<file path="config.mk">
export PLATFORM = sky130hd
export DESIGN_NAME = spi_frame_controller_flat
export DESIGN_NICKNAME = d
export VERILOG_FILES = /design/src/rtl/spi_frame_controller_if.sv /design/src/rtl/spi_frame_controller.sv /design/src/flat_wrapper.sv
export SDC_FILE = /design/constraint.sdc
export NUM_CORES = 1
export LEC_CHECK = 0
export BUFFER_PORTS_ARGS = -buffer_cell sky130_fd_sc_hd__buf_2
export CAP_MARGIN = 15
export CORE_MARGIN = 1.5
export CORE_UTILIZATION = 35
export CTS_CLUSTER_SIZE = 8
export DETAILED_ROUTE_END_ITERATION = 16
export PLACE_DENSITY = 0.64
export REMOVE_ABC_BUFFERS = 1
export SYNTH_ARGS = -nofsm -noshare
export SYNTH_HDL_FRONTEND = slang
export SYNTH_SLANG_ARGS = --single-unit
</file>
<file path="constraint.sdc">
create_clock -name Clk -period 2.77 [get_ports Clk]
set_input_delay 0.277 -clock Clk [delete_from_list [all_inputs] [get_ports Clk]]
set_output_delay 0.277 -clock Clk [all_outputs]
set_load 0.01 [all_outputs]
</file>
<file path="src/rtl/spi_frame_controller_if.sv">
// spi_frame_controller_if: host/SPI signal bundle between a frame requester and the SPI frame controller.
interface spi_frame_controller_if #(
  parameter int DATA_WIDTH = 16
);
  logic                  Start;
  logic                  CPOL;
  logic                  CPHA;
  logic [DATA_WIDTH-1:0] TxData;
  logic                  MISO;
  logic                  SClkRaw;
  logic                  S;
  logic                  SS_n;
  logic                  MOSI;
  logic [DATA_WIDTH-1:0] RxData;
  logic                  Busy;
  logic                  Done;
  modport master (
    output Start, CPOL, CPHA, TxData, MISO,
    input  SClkRaw, S, SS_n, MOSI, RxData, Busy, Done
  );
  modport slave (
    input  Start, CPOL, CPHA, TxData, MISO,
    output SClkRaw, S, SS_n, MOSI, RxData, Busy, Done
  );
endinterface

</file>
<file path="src/rtl/spi_frame_controller.sv">
// spi_frame_controller: SPI master framing FSM (IDLE/SETUP/SHIFT/HOLD/DONE) producing a raw divided
// clock plus an idle control for a downstream glitch-free SCLK gate, with MSB-first full-duplex shifting.
module spi_frame_controller #(
  parameter int DATA_WIDTH = 16,
  parameter int CLK_DIV    = 4
) (
  input logic               Clk,
  input logic               Resetn,
  spi_frame_controller_if.slave bus
);
  localparam logic [2:0] IDLE  = 3'd0;
  localparam logic [2:0] SETUP = 3'd1;
  localparam logic [2:0] SHIFT = 3'd2;
  localparam logic [2:0] HOLD  = 3'd3;
  localparam logic [2:0] DONE  = 3'd4;
  localparam logic [7:0] DIV_LAST = 8'(CLK_DIV - 1);
  localparam logic [6:0] TOG_LAST = 7'(2 * DATA_WIDTH - 1);
  logic [2:0]            state_q, state_d;
  logic [7:0]            cnt_q, cnt_d;
  logic [6:0]            tog_q, tog_d;
  logic [DATA_WIDTH-1:0] tx_q, tx_d, rxs_q, rxs_d, rx_q, rx_d;
  logic                  sclk_q, sclk_d, cpol_q, cpol_d, cpha_q, cpha_d;
  logic                  div_end, sample;
  always_comb begin
    state_d = state_q;
    cnt_d   = cnt_q;
    tog_d   = tog_q;
    tx_d    = tx_q;
    rxs_d   = rxs_q;
    rx_d    = rx_q;
    sclk_d  = sclk_q;
    cpol_d  = cpol_q;
    cpha_d  = cpha_q;
    div_end = cnt_q == DIV_LAST;
    // tog_q counts completed toggles, so an even count means the next toggle is a leading edge
    sample  = ~tog_q[0] ^ cpha_q;
    case (state_q)
      IDLE: if (bus.Start) begin
        state_d = SETUP;
        cpol_d  = bus.CPOL;
        cpha_d  = bus.CPHA;
        tx_d    = bus.TxData;
        sclk_d  = bus.CPOL;
        rxs_d   = '0;
      end
      SETUP, HOLD: begin
        cnt_d = div_end ? '0 : cnt_q + 8'd1;
        if (div_end) state_d = (state_q == SETUP) ? SHIFT : DONE;
        if (div_end && state_q == HOLD) rx_d = rxs_q;
      end
      SHIFT: begin
        cnt_d = div_end ? '0 : cnt_q + 8'd1;
        if (div_end) begin
          sclk_d  = ~sclk_q;
          tog_d   = (tog_q == TOG_LAST) ? '0 : tog_q + 7'd1;
          state_d = (tog_q == TOG_LAST) ? HOLD : SHIFT;
          if (sample) rxs_d = {rxs_q[DATA_WIDTH-2:0], bus.MISO};
          else if (cpha_q ? tog_q != '0 : tog_q != TOG_LAST) tx_d = {tx_q[DATA_WIDTH-2:0], 1'b0};
        end
      end
      DONE: state_d = IDLE;
      default: state_d = IDLE;
    endcase
  end
  always_ff @(posedge Clk or negedge Resetn) begin
    if (!Resetn) begin
      state_q <= IDLE;
      cnt_q   <= '0;
      tog_q   <= '0;
      tx_q    <= '0;
      rxs_q   <= '0;
      rx_q    <= '0;
      sclk_q  <= 1'b0;
      cpol_q  <= 1'b0;
      cpha_q  <= 1'b0;
    end else begin
      state_q <= state_d;
      cnt_q   <= cnt_d;
      tog_q   <= tog_d;
      tx_q    <= tx_d;
      rxs_q   <= rxs_d;
      rx_q    <= rx_d;
      sclk_q  <= sclk_d;
      cpol_q  <= cpol_d;
      cpha_q  <= cpha_d;
    end
  end
  assign bus.SClkRaw = sclk_q;
  assign bus.S       = state_q != SHIFT;
  assign bus.SS_n    = state_q == IDLE || state_q == DONE;
  assign bus.MOSI    = (state_q == SETUP || state_q == SHIFT || state_q == HOLD) & tx_q[DATA_WIDTH-1];
  assign bus.RxData  = rx_q;
  assign bus.Busy    = state_q != IDLE;
  assign bus.Done    = state_q == DONE;
endmodule

</file>
<file path="src/flat_wrapper.sv">
// flat-port wrapper written by rule: the top's interface ports become plain ports
module spi_frame_controller_flat 
#(
  parameter int DATA_WIDTH = 16,
  parameter int CLK_DIV    = 4
)
  (Clk, Resetn, bus_Start, bus_CPOL, bus_CPHA, bus_TxData, bus_MISO, bus_SClkRaw, bus_S, bus_SS_n, bus_MOSI, bus_RxData, bus_Busy, bus_Done);
  spi_frame_controller_if #(.DATA_WIDTH(DATA_WIDTH)) bus_i ();
  input logic Clk;
  input logic Resetn;
  input wire logic [$bits(bus_i.Start)-1:0] bus_Start;
  input wire logic [$bits(bus_i.CPOL)-1:0] bus_CPOL;
  input wire logic [$bits(bus_i.CPHA)-1:0] bus_CPHA;
  input wire logic [$bits(bus_i.TxData)-1:0] bus_TxData;
  input wire logic [$bits(bus_i.MISO)-1:0] bus_MISO;
  output wire logic [$bits(bus_i.SClkRaw)-1:0] bus_SClkRaw;
  output wire logic [$bits(bus_i.S)-1:0] bus_S;
  output wire logic [$bits(bus_i.SS_n)-1:0] bus_SS_n;
  output wire logic [$bits(bus_i.MOSI)-1:0] bus_MOSI;
  output wire logic [$bits(bus_i.RxData)-1:0] bus_RxData;
  output wire logic [$bits(bus_i.Busy)-1:0] bus_Busy;
  output wire logic [$bits(bus_i.Done)-1:0] bus_Done;
  assign bus_i.Start = bus_Start;
  assign bus_i.CPOL = bus_CPOL;
  assign bus_i.CPHA = bus_CPHA;
  assign bus_i.TxData = bus_TxData;
  assign bus_i.MISO = bus_MISO;
  assign bus_SClkRaw = bus_i.SClkRaw;
  assign bus_S = bus_i.S;
  assign bus_SS_n = bus_i.SS_n;
  assign bus_MOSI = bus_i.MOSI;
  assign bus_RxData = bus_i.RxData;
  assign bus_Busy = bus_i.Busy;
  assign bus_Done = bus_i.Done;
  spi_frame_controller #(.DATA_WIDTH(DATA_WIDTH), .CLK_DIV(CLK_DIV)) u_core (.Clk(Clk), .Resetn(Resetn), .bus(bus_i));
endmodule
</file>
==> results of run 1 <==
[layout make-up]
cell class	count	area share
Clock buffer	9	0.0324
Clock inverter	7	0.0275
Inverter	23	0.0226
Multi-Input combinational cell	158	0.362
Sequential cell	68	0.446
Tap cell	108	0.0354
Timing Repair Buffer	52	0.0741
[cell families after synthesis]
| family | count (synthesis) | share of synthesized area |
|---|---|---|
| buf+inv | 35 | 0.0510 |
| mux | 66 | 0.233 |
| xor+xnor | 10 | 0.0270 |
| fa+ha+maj | 3 | 0.0116 |
| compound gates | 18 | 0.0490 |
| simple gates | 61 | 0.103 |
| flops | 68 | 0.525 |
[critical path, cell delays in order, from the launching register on]
cell and delay, ps:
dfrtp_1 450, inv_1 150, ha_1 160, or4b_4 470
o311ai_4 270, a31oi_4 110, buf_4 240, mux2_4 310
[stage by stage]
step	setup WS (ps)	util	hold WS (ps)	std cells
after floorplan	-2290	-	-18.6	249
after CTS	488	0.431	65.8	425
after global routing	343	0.431	120	425
final	493	0.431	48.7	425
after global placement	554	0.406	466	409
after detailed placement	498	0.406	460	409
[where the power goes]
part / switching, W / internal [W] / total, W
sequential: 0.0000463 / 0.00106 / 0.00111
clock: 0.000417 / 0.000522 / 0.000939
combinational: 0.0000689 / 0.000114 / 0.000183
total: 0.000532 / 0.00170 / 0.00223
[cells in the mapped netlist (all sizes together)]
cell type	n	area share
o41a	1	0.0035
nand3	8	0.014
nor4b	1	0.0046
clkbuf	2	0.0023
and3	1	0.0019
o31ai	1	0.0023
nor3	3	0.0046
a21oi	2	0.0031
nand4	3	0.0058
o21ai	4	0.0062
inv	23	0.027
and2	3	0.0058
o21ba	1	0.0031
or4b	1	0.0042
nand2	24	0.028
nand2b	2	0.0039
mux2	48	0.18
a31oi	2	0.0085
dfrtp	68	0.53
or3	1	0.0019
o22ai	1	0.0019
xnor2	5	0.014
nor2b	1	0.0019
buf	10	0.022
o21bai	2	0.0046
o311ai	1	0.0081
nor2	8	0.0093
xor2	5	0.014
a221oi	1	0.0027
nor3b	2	0.0046
mux2i	18	0.056
nand4b	1	0.0073
o41ai	1	0.0027
nor4	2	0.0058
ha	3	0.012
a21o	1	0.0023
[flip-flops by register name, indices dropped and copies added (netlist names)]
signal              count
u_core.tog_q            7
u_core.bus.SClkRaw      1
u_core.bus.RxData      16
u_core.state_q          3
u_core.tx_q            16
u_core.cnt_q            8
u_core.rxs_q           16
u_core.cpha_q           1
[how the worst max path moves through the flow]
stage                             endpoint  slack (ps)
2_1_floorplan  u_core.rxs_q[0]$_DFFE_PN0P_       -2290
3_3_place_gp    u_core.tx_q[7]$_DFFE_PN0P_         550
3_5_place_dp    u_core.tx_q[7]$_DFFE_PN0P_         500
4_1_cts         u_core.tx_q[3]$_DFFE_PN0P_         490
5_1_grt         u_core.tx_q[3]$_DFFE_PN0P_         340
6_report       u_core.tx_q[14]$_DFFE_PN0P_         490
[cells in the final DEF (no fill, tap or decap), types with 2 or more instances in the layout]
cell type,n
dfrtp_1,68
buf_2,43
mux2_2,39
nand2_1,24
inv_1,23
mux2i_1,18
mux2_4,9
clkbuf_8,9
buf_4,9
nor2_1,8
nand3_1,7
xor2_1,5
xnor2_1,5
o21ai_0,4
and2_1,3
nor3_1,3
nand4_1,3
ha_1,3
inv_6,3
nand2b_1,2
a21oi_1,2
bufinv_16,2
[per-layer routing]
layer | GRT usage | routed length [um] | up-vias
met4 | 0.0509 | 79 | 0
met2 | 0.202 | 2630 | 45
li1 | - | - | 999
met1 | 0.175 | 2830 | 985
met3 | 0.0422 | 304 | 7
met5 | 0 | 0 | -
==> flow_summary.ini, run 1 <==
[cells_and_area]
finalInstanceArea_mm2 = 0.00382
multiInputGateArea_mm2 = 0.00138
drive_above_1_share = 0.397
regArea_mm2 = 0.00170
layout.nets = 337
syn2layout_area_growth_pct = 17.8
fill_cells = 837
diodes = 0

[timing]
timing.fmax_mhz = 439
skew_ps = 12.5
fin_crit_sh = 0.822
setup_viol = 0
period_needed_ps = 2280
grt_setup_unrepaired = false
relSlewSlack = 0.397
tns_ps = 0
finalHoldViolCount = 0
worst_pin_slew_ps = 904
drv_slew = 0

[clock_tree]
post_cts_buffers = 0
holdBufCountCts = 0
cts_buffers = 9
path_clk_slew_ps = 80
cts_tree = built
cts_resized = 0
insertion_delay_ps = 350
cts-root-buf = clkbuf_8
clock-sinks = 68
htree_levels = 3
clock_path_buffers = 2

[setup_path]
crit_fanout = 16
worst_ep_required_time_ps = 3000
cp-start-kind = flop
r2r_end = u_core.tx_q[14]$_DFFE_PN0P_
r2r_cells = 7
r2r-start = u_core.tog_q[0]$_DFFE_PN0P_
crit_start = u_core.tog_q[0]$_DFFE_PN0P_
worstSetupEndpointType = flop
cp.arrival_ps = 2500
crit_type = flop to flop
r2r_setup_slack_ps = 490

[floorplanning]
core_mm2 = 0.00885
dieArea_mm2 = 0.00985
die_w_um = 99.2
pin_count = 44
initial_core_util = 0.366
chipHeight_um = 99.2
num_rows = 34

[yosys]
avgSynthCellArea_um2 = 12.4
synthCells = 261
ys_ff_latch = 68
ys_warn_count = 0
syn_area_mm2 = 0.00324
synth_seq_area_share = 0.525
synth_cell_types = 43

[global_route]
antenna_found_initial = 0
grt_pass1_wl_mm = 10.2
gr-total-overflow = 0
track_usage = 0.132
grt_pass1_vias = 2094
grt_start_max_net_pins = 42

[place]
port_buffers = 43
place_hpwl_mm = 4.09
gp_congestion = 0.809
placed_area_mm2 = 0.00359

[routing]
route.detailed.drc = 0
wl_per_cell_um = 13.7
vias_per_cell = 4.79
dr_total_vias = 2036
drt_iter0_markers = 66
detail-route-antenna-nets = 0
routed_wl_mm = 5.84
dr.pass1.iters = 4

[pwr]
p_leak_nw = 1.97
p_total_w = 0.00223
p_per_area_mw_per_mm2 = 585
ir_drop_v = 0.000359

[run]
max_cap_violations = 0

[min_path]
min_path_type = primary input to asynchronous set/reset pin

[status]
outcome = complete, no violations
Power figures use the tool's default switching activity.
==> inputs of run 2 (changes only) <==
Settings changed: PLACE_DENSITY 0.64 to 0.66.
Clock period 2.77 ns to 2 ns, I/O delays scaled along.
==> run 2 against run 1 <==
Compared with the run above:
- combinational power increased by 42%
- count of clock-buffer cells in the layout unchanged
- design area increased by 5.0%
- first-iteration DRC count increased by 6.1%
- the run now ends with negative setup slack left
- core utilization increased by 2.1 points
- largest cell class unchanged
- largest power group unchanged
- die area unchanged
- clock power increased by 21%
- global-route usage decreased by 0.051 points
- fmax increased by 12%
- critical endpoint is now u_core.tx_q[12]$_DFFE_PN0P_
==> flow_summary.ini, run 2 (synthesized netlist as in run 1, its figures left out) <==
[timing]
setup_viol = 11
skew_ps = 9.56
relSlewSlack = 0.745
finalHoldViolCount = 0
drv_slew = 0
grt_setup_unrepaired = true
setup_slack_ps = -31.5
timing.fmax_mhz = 492
worst_pin_slew_ps = 380
fin_crit_sh = 1.02
period_needed_ps = 2030
holdWs_ps = 85.2

[floorplanning]
pin_count = 44
chipHeight_um = 99.2
die_w_um = 99.2
core_mm2 = 0.00885
num_rows = 34
initial_core_util = 0.366
dieArea_mm2 = 0.00985

[setup_path]
crit_type = flop to flop
r2r_cells = 7
worst_ep_required_time_ps = 2220
r2r_end = u_core.tx_q[12]$_DFFE_PN0P_
r2r-start = u_core.tog_q[0]$_DFFE_PN0P_
r2r_setup_slack_ps = -30
worstSetupEndpointType = flop
cp.arrival_ps = 2250
cp-start-kind = flop
crit_fanout = 16

[place]
gp_congestion = 0.832
place_ws_ps = -34.5
port_buffers = 43
place_hpwl_mm = 3.98

[pwr]
ir_drop_v = 0.000517
p_per_area_mw_per_mm2 = 733
p_leak_nw = 2.07

[clock_tree]
cts-root-buf = clkbuf_8
path_clk_slew_ps = 80
cts_tree = built
htree_levels = 3
cts_buffers = 9
clock-sinks = 68
insertion_delay_ps = 340
clock_path_buffers = 2

[run]
max_cap_violations = 0

[routing]
dr.pass1.iters = 4
dr_total_vias = 2138
detail-route-antenna-nets = 0
wl_per_cell_um = 13.4
route.detailed.drc = 0
vias_per_cell = 4.82
routed_wl_mm = 5.93
drt_iter0_markers = 70

[status]
outcome = finished with violations
violations = negative setup slack

[global_route]
antenna_found_initial = 0
grt_pass1_vias = 2215
track_usage = 0.131
gr-total-overflow = 0
grt_pass1_wl_mm = 10.3
grt_start_max_net_pins = 69

[cells_and_area]
diodes = 0
layout.nets = 356
fill_cells = 835
layout_common_cells = dfrtp_1 (67), buf_2 (43), mux2_2 (39)
syn2layout_area_growth_pct = 23.7
regArea_mm2 = 0.00170
drive_above_1_share = 0.440
multiInputGateArea_mm2 = 0.00139
final_common_cell = dfrtp_1

[min_path]
hp-start = bus_CPHA
hold_depth = 2
whs_endpoint = u_core.cpha_q$_DFFE_PN0P_
min_path_type = primary input to flop
run 2: cell count changes in the layout (fill, tap and decap cells not counted), moves of 2 or more:
cell      delta
buf_12       +5
buf_4       +13
clkinv_4     +2
inv_6        -2
run 2: critical path, stage by stage, from the launching register on:
cell	delay, ps
dfrtp_1	400
inv_2	60
ha_1	120
or4b_4	460
o311ai_4	270
a31oi_4	130
buf_12	170
mux2_4	300
run 2: worst max path at each step:
stage	startpoint	to	slack (ps)
2_1_floorplan	u_core.state_q[1]$_DFFE_PN0P_	u_core.rxs_q[0]$_DFFE_PN0P_	-3060
3_3_place_gp	u_core.tog_q[0]$_DFFE_PN0P_	u_core.tx_q[8]$_DFFE_PN0P_	8
3_5_place_dp	u_core.tog_q[0]$_DFFE_PN0P_	u_core.tx_q[12]$_DFFE_PN0P_	-30
4_1_cts	u_core.tog_q[0]$_DFFE_PN0P_	u_core.tx_q[12]$_DFFE_PN0P_	-50
5_1_grt	u_core.tog_q[0]$_DFFE_PN0P_	u_core.tx_q[11]$_DFFE_PN0P_	-110
6_report	u_core.tog_q[0]$_DFFE_PN0P_	u_core.tx_q[12]$_DFFE_PN0P_	-30
run 2: report_power, final:
| part | internal [W] | switching [W] | total (W) |
|---|---|---|---|
| Combinational | 0.000161 | 0.0000975 | 0.000259 |
| Sequential | 0.00147 | 0.0000625 | 0.00154 |
| Clock | 0.000582 | 0.000562 | 0.00114 |
| Total | 0.00222 | 0.000722 | 0.00294 |
run 2: final cells by class:
class / count / share of cell area
flip-flops and latches: 68 / 0.425
multi-input cells: 158 / 0.347
repair buffers: 71 / 0.122
well taps: 108 / 0.0337
clock buffers: 9 / 0.0309
inverters: 23 / 0.0215
clock inverters: 7 / 0.0190
run 2: layer usage:
metal	wire, um	up-vias	GRT usage
met5	0	-	0
met3	219	8	0.0379
met1	2850	1061	0.172
met4	64	0	0.0358
met2	2800	37	0.214
li1	-	1032	-
run 2: what timing repair did:
item,in CTS,in global routing
endpoints found under the hold margin,68,0
hold buffers,1,0
setup buffers,0,1
setup endpoints to repair,15,33
pin swaps,0,1
resized for setup,0,4
run 2: metrics by stage:
| step | total power [W] | std cells | instance area (um^2) | util | setup TNS (ps) |
|---|---|---|---|---|---|
| floorplan | 0.00172 | 249 | 3160 | - | -106230 |
| global placement | 0.00181 | 426 | 3770 | 0.426 | 0 |
| detailed placement | 0.00182 | 426 | 3770 | 0.426 | -223 |
| CTS | 0.00298 | 443 | 3980 | 0.449 | -444 |
| global route | 0.00307 | 444 | 4010 | 0.453 | -1390 |
| finish | 0.00294 | 444 | 4010 | 0.453 | -245 |
==> inputs of run 3 (changes only) <==
Settings changed: PLACE_DENSITY 0.66 to 0.57.
==> run 3 against run 2 <==
Compared with the run above:
- the run still ends with negative setup slack left
- sequential share of layout area down 0.23 points
- core utilization up 0.21 points
- combinational power about the same
- critical path type unchanged
==> flow_summary.ini, run 3 (synthesized netlist as in run 1, its figures left out) <==
[setup_path]
cpPeakStageDelay_ps = 460
crit_type = flop to flop
r2r_setup_slack_ps = -20
crit_family = simple AND/OR/NAND/NOR gates
crit_path_top_delay_cell = or4b_4
worstSetupEndpointType = flop
path_cells = inv_2 -> ha_1 -> or4b_4 -> o311ai_4 -> a31oi_4 -> buf_12 -> mux2_4
crit_fanout = 16
worst_ep_required_time_ps = 2230
cp-start-kind = flop
timing.critical_path.buf_inv = 2
cp.arrival_ps = 2250

[clock_tree]
cts_buffers = 9
cts-root-buf = clkbuf_8
clock-sinks = 68
htree_levels = 3
cts_tree = built
insertion_delay_ps = 340
clock_path_buffers = 2
path_clk_slew_ps = 80

[status]
outcome = finished with violations
violations = negative setup slack

[global_route]
grt_pass1_wl_mm = 10.6
grt_pass1_vias = 2114
gr-total-overflow = 0
grt_start_max_net_pins = 48
track_usage = 0.136
antenna_found_initial = 0

[routing]
drt_iter0_markers = 60
vias_per_cell = 4.76
wl_per_cell_um = 13.5
dr_total_vias = 2123
dr.pass1.iters = 4
route.detailed.drc = 0
routed_wl_mm = 6.02
detail-route-antenna-nets = 0

[min_path]
min_path_type = primary input to flop

[cells_and_area]
multiInputGateArea_mm2 = 0.00140
diodes = 0
drive_above_1_share = 0.441
layout.cells.non_filler = 446
final_common_cell = dfrtp_1
regArea_mm2 = 0.00170
layout_common_cells = dfrtp_1 (68), buf_2 (43), mux2_2 (39)
syn2layout_area_growth_pct = 24.2
layout.nets = 358
fill_cells = 851

[place]
port_buffers = 43
dpl.cell_count = 427
gp_congestion = 0.793
place_hpwl_mm = 4.14

[pwr]
power_frac_seq = 0.524
ir_drop_v = 0.000337
p_leak_nw = 2.10
comb_power_share = 0.088
switchingPower_w = 0.000715
pwr-share-clk = 0.388
p_int_w = 0.00222
p_per_area_mw_per_mm2 = 728
switching_share = 0.244

[floorplanning]
chipHeight_um = 99.2
die_w_um = 99.2
num_rows = 34
core_mm2 = 0.00885
dieArea_mm2 = 0.00985
pin_count = 44
initial_core_util = 0.366

[timing]
relSlewSlack = 0.644
grt_setup_unrepaired = true
worst_pin_slew_ps = 535
setup_viol = 9
timing.fmax_mhz = 496
tns_ps = -95.8
period_needed_ps = 2020
skew_ps = 12.4
drv_slew = 0
finalHoldViolCount = 0
fin_crit_sh = 1.01
setup_slack_ps = -15.4

[run]
max_cap_violations = 0
==> run 3: power by group through the flow <==
| stage | Sequential (W) | Clock, W | Combinational [W] |
|---|---|---|---|
| after floorplan | 0.00154 | 0 | 0.000180 |
| after global placement | 0.00156 | 0 | 0.000253 |
| after detailed placement | 0.00156 | 0 | 0.000262 |
| after CTS | 0.00154 | 0.00118 | 0.000265 |
| after global routing | 0.00155 | 0.00126 | 0.000292 |
| final | 0.00154 | 0.00114 | 0.000257 |
==> run 3: routing by layer <==
metal	GRT usage	routed length, um
met1	0.191	2910
met5	0	0
met4	0.0325	55
met3	0.0513	279
met2	0.199	2780
==> run 3: final cells by class <==
type / instances / area share
repair buffers: 73 / 0.126
well taps: 108 / 0.0336
multi-input cells: 158 / 0.347
flip-flops and latches: 68 / 0.423
inverters: 23 / 0.0214
clock inverters: 7 / 0.0186
clock buffers: 9 / 0.0308
==> run 3: worst paths after layout <==
path	from	endpoint	depth (start not counted)
setup / recovery	u_core.tog_q[0]$_DFFE_PN0P_	u_core.tx_q[13]$_DFFE_PN0P_	7
hold / removal	bus_TxData[0]	u_core.tx_q[0]$_DFFE_PN0P_	3
setup reg to reg	u_core.tog_q[0]$_DFFE_PN0P_	u_core.tx_q[13]$_DFFE_PN0P_	7
hold reg to reg	u_core.bus.SClkRaw$_DFFE_PN0P_	u_core.bus.SClkRaw$_DFFE_PN0P_	1
max in group asynchronous	Resetn	u_core.tx_q[12]$_DFFE_PN0P_	3
min in group asynchronous	Resetn	u_core.cnt_q[7]$_DFFE_PN0P_	2
==> run 3: metrics by stage <==
stage | hold WS, ps | utilization | setup slack, ps | power (W) | area, um^2
2_1_floorplan | -95.6 | - | -3060 | 0.00172 | 3160
3_5_place_dp | 213 | 0.426 | -40.8 | 0.00182 | 3770
4_1_cts | 79.6 | 0.453 | -28.3 | 0.00299 | 4010
6_report | 94.5 | 0.455 | -15.4 | 0.00293 | 4030
5_1_grt | 95.6 | 0.455 | -83.9 | 0.00310 | 4030
3_3_place_gp | 223 | 0.426 | -20.1 | 0.00182 | 3770
==> run 3: worst reg2reg max path: stages, from the launching register on <==
cell      delay (ps)
dfrtp_1          390
inv_2             60
ha_1             130
or4b_4           460
o311ai_4         260
a31oi_4          130
buf_12           170
mux2_4           300
==> run 3: timing repair <==
item	CTS	global route
buffers inserted	2	0
hold endpoints to repair	21	0
hold buffers	1	0
pin swaps	1	0
endpoints found under the setup margin	31	16
gates resized for setup	1	3
